**config.mk**
```make
export PLATFORM = sky130hd
export DESIGN_NAME = path_replayer
export DESIGN_NICKNAME = d
export VERILOG_FILES = /design/src/rtl/path_replayer.sv
export SDC_FILE = /design/constraint.sdc
export NUM_CORES = 1
export LEC_CHECK = 0
export ABC_AREA = 1
export CAP_MARGIN = 20
export CORE_MARGIN = 1.5
export CORE_UTILIZATION = 51
export DETAILED_ROUTE_END_ITERATION = 7
export HOLD_SLACK_MARGIN = 0.1
export PLACE_DENSITY = 0.79
export RECOVER_POWER = 25
export SETUP_SLACK_MARGIN = 0.15
export SYNTH_ARGS = -nofsm -noshare
export SYNTH_HDL_FRONTEND = slang
export SYNTH_SLANG_ARGS = --single-unit
```
**constraint.sdc**
```tcl
create_clock -name Clk -period 1.7 [get_ports Clk]
set_input_delay 0.255 -clock Clk [delete_from_list [all_inputs] [get_ports Clk]]
set_output_delay 0.255 -clock Clk [all_outputs]
set_load 0.005 [all_outputs]
```
**src/rtl/path_replayer.sv**
```systemverilog
// path_replayer: rebuilds a solved maze path from the direction deque and streams (X,Y) beats.
// Optional pop counter output Steps is enabled by defining PATH_STEP_COUNT_EN.
module path_replayer #(
    parameter int unsigned W       = 4,
    parameter int unsigned START_X = 0,
    parameter int unsigned START_Y = 0,
    parameter int unsigned GOAL_X  = 15,
    parameter int unsigned GOAL_Y  = 15
`ifdef PATH_STEP_COUNT_EN
    ,
    parameter int unsigned STEP_W  = 8
`endif
) (
    input  logic              Clk,
    input  logic              Rst_n,
    input  logic              Start,
    input  logic              deque_empty,
    input  logic [1:0]        deque_dir,
    output logic              pop_front,
    output logic              out_valid,
    input  logic              out_ready,
    output logic [W-1:0]      X,
    output logic [W-1:0]      Y,
    output logic [1:0]        Dir_out,
    output logic              Busy,
    output logic              Done,
`ifdef PATH_STEP_COUNT_EN
    output logic [STEP_W-1:0] Steps,
`endif
    output logic              Error
);

    localparam logic [W-1:0] SX   = W'(START_X);
    localparam logic [W-1:0] SY   = W'(START_Y);
    localparam logic [W-1:0] GX   = W'(GOAL_X);
    localparam logic [W-1:0] GY   = W'(GOAL_Y);
    localparam logic [W-1:0] CMAX = '1;
    localparam logic [W-1:0] ONE  = W'(1);

    typedef enum logic [2:0] {
        S_IDLE, S_INIT, S_SHOW, S_FETCH, S_CHECK, S_DONE, S_ERROR
    } state_t;

    state_t       state_q, state_d;
    logic [W-1:0] x_q, x_d, y_q, y_d;
    logic [1:0]   dir_q, dir_d;
    logic         oob;

    always_ff @(posedge Clk or negedge Rst_n) begin
        if (!Rst_n) begin
            state_q <= S_IDLE;
            x_q     <= '0;
            y_q     <= '0;
            dir_q   <= '0;
        end else begin
            state_q <= state_d;
            x_q     <= x_d;
            y_q     <= y_d;
            dir_q   <= dir_d;
        end
    end

    always_comb begin
        state_d   = state_q;
        x_d       = x_q;
        y_d       = y_q;
        dir_d     = dir_q;
        pop_front = 1'b0;
        out_valid = 1'b0;
        oob       = 1'b0;
        case (state_q)
            S_IDLE: if (Start) state_d = S_INIT;
            S_INIT: begin
                x_d     = SX;
                y_d     = SY;
                dir_d   = 2'b00;
                state_d = S_SHOW;
            end
            S_SHOW: begin
                out_valid = 1'b1;
                if (out_ready) state_d = deque_empty ? S_CHECK : S_FETCH;
            end
            S_FETCH: begin
                // Entry is popped even when the step is rejected; X/Y keep the last legal cell.
                if (deque_empty) begin
                    state_d = S_CHECK;
                end else begin
                    pop_front = 1'b1;
                    case (deque_dir)
                        2'b00:   oob = (y_q == CMAX);
                        2'b01:   oob = (x_q == CMAX);
                        2'b10:   oob = (x_q == '0);
                        default: oob = (y_q == '0);
                    endcase
                    if (oob) begin
                        state_d = S_ERROR;
                    end else begin
                        state_d = S_SHOW;
                        dir_d   = deque_dir;
                        case (deque_dir)
                            2'b00:   y_d = y_q + ONE;
                            2'b01:   x_d = x_q + ONE;
                            2'b10:   x_d = x_q - ONE;
                            default: y_d = y_q - ONE;
                        endcase
                    end
                end
            end
            S_CHECK: state_d = (x_q == GX && y_q == GY) ? S_DONE : S_ERROR;
            S_DONE:  if (Start) state_d = S_INIT;
            S_ERROR: if (Start) state_d = S_INIT;
            default: state_d = S_IDLE;
        endcase
    end

    assign X       = x_q;
    assign Y       = y_q;
    assign Dir_out = dir_q;
    assign Busy    = (state_q == S_INIT) || (state_q == S_SHOW) ||
                     (state_q == S_FETCH) || (state_q == S_CHECK);
    assign Done    = (state_q == S_DONE);
    assign Error   = (state_q == S_ERROR);

`ifdef PATH_STEP_COUNT_EN
    logic [STEP_W-1:0] steps_q, steps_d;

    always_comb begin
        steps_d = steps_q;
        if (state_q == S_INIT) steps_d = '0;
        else if (pop_front && steps_q != '1) steps_d = steps_q + STEP_W'(1);
    end

    always_ff @(posedge Clk or negedge Rst_n) begin
        if (!Rst_n) steps_q <= '0;
        else        steps_q <= steps_d;
    end

    assign Steps = steps_q;
`endif

endmodule

```
==> results.cfg, run 1 <==
[timing]
worst_slew_pin_slew_ps = 804.4
period_minus_slack_ps = 1647
max_freq_mhz = 607.0
slew-limit-headroom = 0.4637
rsz0062_at_grt = true
finalHoldViolCount = 0
min_period_over_period = 0.9690
skew_ps = 8.266
slew_viol_final = 0
setup_viol = 0

[layout]
multi_input_comb_area_um2 = 858.3
finalNetCount = 231
seqCellArea_um2 = 339.1
area_growth_syn_to_layout_pct = 66.97
fill_cells = 72
num_antenna_cells = 0
layout-drive-gt1-share = 0.4977
fin_util = 0.9192

[critical_path]
reg2reg_to = Y[2]$_DFFE_PN0P_
cp_data_required_time_ps = 1880
startpoint_type = flip-flop
slowest_delay_ps = 480
critPathSlowestCell = dfrtp_2
cp_num_buf_inv = 2
cp_cell_sequence = nor2_2, nand3_1, o21bai_1, inv_2, nand2_2, nand2_4, buf_6, nand3_2, nand2_1
worst_setup_path_end_kind = flip-flop
r2r_slack_ps = 50
crit_family = simple AND/OR/NAND/NOR gates
rr_startpoint = Y[2]$_DFFE_PN0P_
r2r_cells = 9
crit_type = flip-flop to flip-flop
crit_fanout = 8
cp.arrival_ps = 1830

[floorplanning]
placeableCoreArea_um2 = 1982
die_area_um2 = 2426
num_io_pins = 22
fp.dieH_um = 49.25
start_util = 0.5505
placementRows = 16
die_w_um = 49.25

[routing]
dr.first_iter.drc_count = 71
wl_per_cell_um = 19.08
first_pass_iters = 4
num_vias = 1380
drt-vias-per-instance = 5.750
ant_nets = 0
drt_wl_total_um = 4578
drc = 0

[logic_synthesis]
synth_compound_area_frac = 0.05734
yosysWarnings = 0
synth.distinct_cells = 27
yosys.area_share.simple = 0.4060
synth_nets = 168
syn_area_per_cell_um2 = 7.225
synth_top_flop_cell = dfrtp_1
synth_async_sr_flop_share = 1.000
synth-adder-area-share = 0.1284
synth_top_family_by_area = simple AND/OR/NAND/NOR gates
synth_top_area_frac = 0.2982
synth_common_cells = nand2_1 (46), nor2_1 (21), nand3_1 (15)
synth_most_common_cell = nand2_1
synth_area_leader_cell = dfrtp_1
synth_edf_count = 0
synth_seq_cells = 13
netlist_instances = 151
synth.cell_area_um2 = 1091
synth_xor_area_frac = 0.04014
synth.yosys.seq_area_share = 0.2982
yosys-top-cells-area = dfrtp_1 (30%), nand2_1 (16%), ha_1 (9.2%)
muxShareOfSynthArea = 0

[clock_tree]
clkSinkCount = 13
htree_num_levels = 1
cts_tree = done
clk_latency_ps = 300
path_clk_slew_ps = 100
clockBufferDepth = 2
numCtsBuffers = 3
cts_root_buffer = clkbuf_4

[global_route]
first_global_vias = 1206
grt_max_degree = 14
grt_first_pass_wirelength_um = 5492
grt_overflow = 0
grt_use_total = 0.2965
grt_antenna_before_repair = 0

[worst_hold_path]
hp-class = input port to flip-flop
min_path_cells = 6
hp-start = deque_dir[0]
whs_endpoint = Dir_out[0]$_DFFE_PN0P_

[job]
drv_cap = 0

[place]
io_buffers = 21
globalplace.congestion = 0.9330
place_hpwl_um = 1916

[power]
power_mw = 3.236
ir_drop_mv = 1.283
p_per_area_nw_per_um2 = 1776
leakage_nw = 0.8729

[run_status]
status = finished clean
[tightest hold or removal path, stage by stage]
cell and delay, ps:
clkbuf_2 100, inv_2 90, buf_6 120, nor2_1 50, nand3_2 60, nand2_1 60
[cells in the final DEF (no fill, tap or decap), drive strengths merged, types with 2 or more instances in the layout]
cell type	n
clkdlybuf4s50	13
nand3	16
inv	16
o21ai	3
dfrtp	13
nor2	25
ha	8
fa	2
nand2	51
nor3	2
xor2	3
xnor2	2
a21oi	3
clkbuf	10
buf	40
[report_power, final]
group	switching, mW	internal, mW
sequential	0.199	0.459
combinational	1.23	1.12
clock	0.134	0.0916
[logic make-up (layout without fill, tap and decap cells)]
kind of cell	count (synthesis)	count (layout)
DFF	13	13
buffers and inverters	18	80
adders and majority gates	10	10
AOI/OAI and AO/OA	10	10
xor gates and xnor gates	5	5
and+or+nand+nor	95	95
[state kept, by name, summed over array words and instances (netlist names)]
name / flops
Y: 4
X: 4
state_q: 3
Dir_out: 2
[per-stage QoR]
step	instances	TNS (ps)	hold WS (ps)	setup WS (ps)	cell area, µm²
3_3_place_gp	208	-2453	465.5	-344.4	1404
2_1_floorplan	151	0	-40.59	162.4	1094
4_1_cts	226	0	280.0	24.70	1583
3_5_place_dp	208	-2989	467.3	-419.4	1404
6_report	240	0	473.3	52.62	1822
5_1_grt	240	0	476.1	36.34	1822
[routing by layer]
metal | up-vias | routed length, µm | track usage
met5 | - | 0 | 0
met4 | 0 | 210 | 0.1762
met3 | 27 | 417 | 0.04294
met2 | 107 | 2276 | 0.4707
met1 | 648 | 1673 | 0.3798
li1 | 598 | - | -
[what timing repair did]
action                     CTS  global route
hold buffers                 0             0
gates cloned                 0             0
setup endpoints to repair   18            22
resized for setup           29            54
pin swaps                    4            24
buffers inserted            14            14
[worst max-delay path by stage]
stage                            from               end  slack (ps)  cells after the start
2_1_floorplan            deque_dir[0]  Y[3]$_DFFE_PN0P_         160                     11
6_report             Y[2]$_DFFE_PN0P_  Y[2]$_DFFE_PN0P_          50                      9
4_1_cts        state_q[0]$_DFFE_PN0P_         out_valid          20                      6
3_3_place_gp             deque_dir[0]  X[3]$_DFFE_PN0P_        -340                     10
5_1_grt              Y[2]$_DFFE_PN0P_  Y[2]$_DFFE_PN0P_          40                      9
3_5_place_dp             deque_dir[0]  X[3]$_DFFE_PN0P_        -420                     10
[cell type report]
| type | count | share of cell area |
|---|---|---|
| Sequential cell | 13 | 0.1861 |
| Timing Repair Buffer | 60 | 0.2727 |
| Clock buffer | 4 | 0.01442 |
| Tap cell | 27 | 0.01854 |
| Inverter | 16 | 0.03709 |
| Multi-Input combinational cell | 120 | 0.4712 |
Note: power is estimated with default switching activity, not from simulation.
==> run 2, diff against run 1 <==
MAX_ROUTING_LAYER = met4   (was unset)
==> run 2 against run 1 <==
Net effect: clock skew down 6.6 ps; worst setup slack about the same; core utilization unchanged; die area unchanged; wire length down 0.35%.
==> results.cfg, run 2 (synthesis gave the netlist of run 1 again) <==
[place]
io_buffers = 21
dpl-instance-area_um2 = 1404
place_hpwl_um = 1916
globalplace.congestion = 0.9496
dp.cells = 208

[routing]
drc = 0
ant_nets = 0
first_pass_iters = 4
num_vias = 1388
dr.first_iter.drc_count = 97
wl_per_cell_um = 19.01
drt_wl_total_um = 4562
drt-vias-per-instance = 5.783

[clock_tree]
cts_tree = done
numCtsBuffers = 3
cts_root_buffer = clkbuf_4
htree_num_levels = 1
clk_latency_ps = 300
clockBufferDepth = 2
path_clk_slew_ps = 100
clkSinkCount = 13
cts_hold_buf = 0

[timing]
slew_viol_final = 0
max_freq_mhz = 607.0
slew-limit-headroom = 0.4632
skew_ps = 1.669
rsz0062_at_grt = true
setup_viol = 0
period_minus_slack_ps = 1648
min_period_over_period = 0.9691
finalHoldViolCount = 0
worst_slew_pin_slew_ps = 805.2

[layout]
finalNetCount = 231
design_area_um2 = 1822
layout-drive-gt1-share = 0.4977
area_growth_syn_to_layout_pct = 66.97
final_cell_mix = nand2_1 (41), buf_4 (32), nor2_1 (16), clkdlybuf4s50_1 (13), dfrtp_2 (11)
instances_no_fill = 240
final_common_cell = nand2_1
num_antenna_cells = 0

[power]
power.internal_mw = 1.667
p_sw_mw = 1.560
leakage_nw = 0.8729
ir_drop_mv = 1.289
p_sw_frac = 0.4835
seq_power_share = 0.204
clkPwrFrac = 0.070
p_comb_frac = 0.726
p_per_area_nw_per_um2 = 1771

[job]
drv_cap = 0

[critical_path]
startpoint_type = flip-flop
cp_data_required_time_ps = 1440
worstSetupStartpoint = state_q[1]$_DFFE_PN0P_
rr_startpoint = Y[2]$_DFFE_PN0P_
cp.arrival_ps = 1390
worst_setup_path_end_kind = primary output
crit_type = flip-flop to primary output
crit_fanout = 3

[global_route]
grt_overflow = 0
busiest_layer = met2
first_global_vias = 1206
grt_first_pass_wirelength_um = 5492
grt.met3_usage = 0.04294
grt_use_met1 = 0.3798
grt_max_degree = 14
use_met2 = 0.4707
grt_use_total = 0.3048
grt_antenna_before_repair = 0

[floorplanning]
die_w_um = 49.25
die_area_um2 = 2426
fp.dieH_um = 49.25
start_util = 0.5505
num_io_pins = 22
placementRows = 16
placeableCoreArea_um2 = 1982

[worst_hold_path]
hp-class = input port to flip-flop
hp-start = deque_dir[0]

[run_status]
status = finished clean
-- run 2: cell counts in the layout (fill, tap and decap cells not counted) --
Identical to the previous run, type by type.
-- run 2: cell type report --
| class | count | area, µm² |
|---|---|---|
| fill | 72 | 160.2 |
| timing repair buffer | 60 | 496.7 |
| tap | 27 | 33.78 |
| clock buffer | 4 | 26.28 |
| multi-input combinational | 120 | 858.3 |
| inverter | 16 | 67.56 |
| sequential | 13 | 339.1 |
-- run 2: metal layers --
metal,wire length (µm),share of wire
met1,1659,0.36
met2,2237,0.49
met3,437,0.096
met4,226,0.050
met5,0,0
-- run 2: worst paths after layout --
| check | endpoint | slack, ps | cells after the start |
|---|---|---|---|
| max | Busy | 50 | 5 |
| min | Dir_out[0]$_DFFE_PN0P_ | 480 | 6 |
| max reg2reg | Y[2]$_DFFE_PN0P_ | 60 | 9 |
| min reg2reg | Dir_out[0]$_DFFE_PN0P_ | 540 | 2 |
| max in group asynchronous | X[0]$_DFFE_PN0P_ | 600 | 2 |
| min in group asynchronous | Y[1]$_DFFE_PN0P_ | 550 | 2 |
-- run 2: power groups by stage --
stage               logic [mW]  registers (mW)  clock network [mW]
floorplan                0.871           0.619                   0
global placement          1.34           0.636                   0
detailed placement        1.39           0.639                   0
CTS                       1.67           0.613               0.200
global route              2.48           0.670               0.233
finish                    2.34           0.658               0.225
-- run 2: critical path, cell delays in order, from the launching register on --
cell	delay (ps)
dfrtp_2	440
buf_4	160
nor2_1	150
nand2_1	110
nand2_1	110
buf_2	120
-- run 2: what timing repair did --
action / 4_1_cts / 5_1_grt
setup buffers: 14 / 14
gates resized for setup: 29 / 54
pin swaps: 4 / 24
setup endpoints to repair: 18 / 22
-- run 2: stage by stage --
step	power [mW]	worst slack [ps]	setup TNS [ps]	util	hold WS [ps]
floorplan	1.490	162.4	0	-	-40.59
global placement	1.980	-344.4	-2453	0.7083	465.5
detailed placement	2.024	-419.4	-2989	0.7083	467.3
CTS	2.480	24.70	0	0.7986	280.0
global route	3.384	24.92	0	0.9192	476.1
finish	3.227	52.49	0	0.9192	478.1
==> run 3, diff against run 2 <==
--- a/config.mk
+++ b/config.mk
@@ -9,8 +9,10 @@
 export CAP_MARGIN = 20
+export CORE_ASPECT_RATIO = 0.8
 export CORE_MARGIN = 1.5
-export CORE_UTILIZATION = 51
+export CORE_UTILIZATION = 60
 export DETAILED_ROUTE_END_ITERATION = 7
+export DONT_BUFFER_PORTS = 1
 export HOLD_SLACK_MARGIN = 0.1
 export MAX_ROUTING_LAYER = met4
-export PLACE_DENSITY = 0.79
+export PLACE_DENSITY = 0.76
 export RECOVER_POWER = 25
==> constraint.sdc (replaced) <==
create_clock -name Clk -period 1.7 [get_ports Clk]
set_input_delay 0.425 -clock Clk [delete_from_list [all_inputs] [get_ports Clk]]
set_output_delay 0.425 -clock Clk [all_outputs]
set_load 0.005 [all_outputs]
==> run 3 against run 2 <==
Net effect: global-route usage is 4.6 points lower; non-clock buffer count is 55 lower; clock power is 15% lower; final cell count is 25% lower; hold slack worse by 170 ps; fmax is 11% higher; power is 37% lower; sequential share of layout area is 7.9 points higher; core utilization is 16 points lower; clock skew is 1.6 ps higher.
==> results.cfg, run 3 (synthesis gave the netlist of run 1 again) <==
[run_status]
status = finished clean

[routing]
ant_nets = 0
drt_wl_total_um = 2328
num_vias = 977
drt-vias-per-instance = 5.428
dr.first_iter.drc_count = 20
wl_per_cell_um = 12.93
drc = 0
first_pass_iters = 4

[timing]
skew_ps = 3.308
setup_viol = 0
max_freq_mhz = 670.8
fin_ws_ps = 209.3
rsz0062_at_grt = true
slew-limit-headroom = 0.6028
finalHoldViolCount = 0
min_period_over_period = 0.8769
slew_viol_final = 0
worst_slew_pin_slew_ps = 593.8
period_minus_slack_ps = 1491
tns_ps = 0

[clock_tree]
cts_root_buffer = clkbuf_4
clkSinkCount = 13
clockBufferDepth = 2
cts_tree = done
clk_latency_ps = 280
htree_num_levels = 1
numCtsBuffers = 3
path_clk_slew_ps = 80

[critical_path]
startpoint_type = flip-flop
rr_startpoint = Y[0]$_DFFE_PN0P_
critPathSlowestCell = dfrtp_2
cp_data_required_time_ps = 1270
cp_cell_sequence = nor2_1, nand2_1, nand2_2
r2r_slack_ps = 260
slowest_delay_ps = 470
worst_setup_path_end_kind = primary output
r2r_cells = 6
reg2reg_to = Y[2]$_DFFE_PN0P_
cp.arrival_ps = 1070
crit_type = flip-flop to primary output
crit_fanout = 6

[job]
drv_cap = 0

[place]
dpl_worst_slack_ps = 45.84
globalplace.congestion = 0.8541
place_hpwl_um = 1781
io_buffers = 0

[power]
power_mw = 2.028
ir_drop_mv = 1.378
p_per_area_nw_per_um2 = 1619
leakage_nw = 0.6177

[layout]
finalNetCount = 176
area_growth_syn_to_layout_pct = 14.79
num_antenna_cells = 0
final_common_cell = nand2_1
fill_cells = 128
layout-drive-gt1-share = 0.2658
final_cell_mix = nand2_1 (45), nor2_1 (20), nand3_1 (15), dfrtp_1 (8), inv_1 (8)

[floorplanning]
fp.dieH_um = 41.14
placeableCoreArea_um2 = 1659
num_io_pins = 22
die_w_um = 50.68
placementRows = 13
die_area_um2 = 2085
start_util = 0.6576

[worst_hold_path]
whs_endpoint = state_q[2]$_DFFE_PN0P_
hp-start = Start
hp-class = input port to flip-flop
min_path_cells = 3

[global_route]
grt_antenna_before_repair = 0
grt_max_degree = 15
grt_overflow = 0
grt_first_pass_wirelength_um = 3691
grt_use_total = 0.2589
first_global_vias = 860
==> run 3: critical path: cells and delay by family (launching register included) <==
| kind | cells | cell delay, ps |
|---|---|---|
| flops | 1 | 470 |
| simple gates | 3 | 320 |
==> run 3: power by group <==
part           internal [mW]  total, mW  leakage (nW)  switching (mW)
clock network         0.0873      0.191        0.0177           0.104
logic                  0.469       1.17         0.433           0.700
registers              0.448      0.668         0.167           0.219
total                   1.00       2.03         0.618            1.02
==> run 3: cell type report <==
class,count,area (µm²),share of cell area
multi-input combinational,120,757.0,0.6044
sequential,13,331.6,0.2647
inverter,16,68.82,0.05495
timing repair buffer,5,40.04,0.03197
tap,22,27.53,0.02198
clock buffer,3,22.52,0.01798
clock inverter,1,5.005,0.003996
==> run 3: how the worst max path moves through the flow <==
stage                            from          endpoint  cells after the start
6_report       state_q[1]$_DFFE_PN0P_              Busy                      3
5_1_grt        state_q[1]$_DFFE_PN0P_              Done                      3
4_1_cts        state_q[0]$_DFFE_PN0P_         out_valid                      3
3_5_place_dp             deque_dir[0]  X[3]$_DFFE_PN0P_                      9
3_3_place_gp             deque_dir[0]  X[3]$_DFFE_PN0P_                      9
2_1_floorplan            deque_dir[0]  X[3]$_DFFE_PN0P_                      9
==> run 3: layer usage <==
metal,track usage,part of all wire,up-vias
met4,0.08784,0.014,0
met3,0.09124,0.063,4
met5,-,0,-
li1,-,-,490
met1,0.3013,0.43,451
met2,0.4309,0.49,32
==> run 3: what timing repair did <==
item,4_1_cts,5_1_grt
pin swaps,0,0
resized for setup,2,7
hold buffers,1,0
endpoints found under the hold margin,13,0
gates cloned,0,0
buffers inserted,2,1
endpoints found under the setup margin,2,11
==> run 3: per-stage QoR <==
step | instances | hold slack, ps | instance area, µm² | utilization
global route | 180 | 311.5 | 1252 | 0.7549
finish | 180 | 305.3 | 1252 | 0.7549
floorplan | 151 | 129.4 | 1155 | -
global placement | 172 | 129.7 | 1174 | 0.7074
detailed placement | 172 | 129.8 | 1174 | 0.7074
CTS | 179 | 301.9 | 1229 | 0.7406
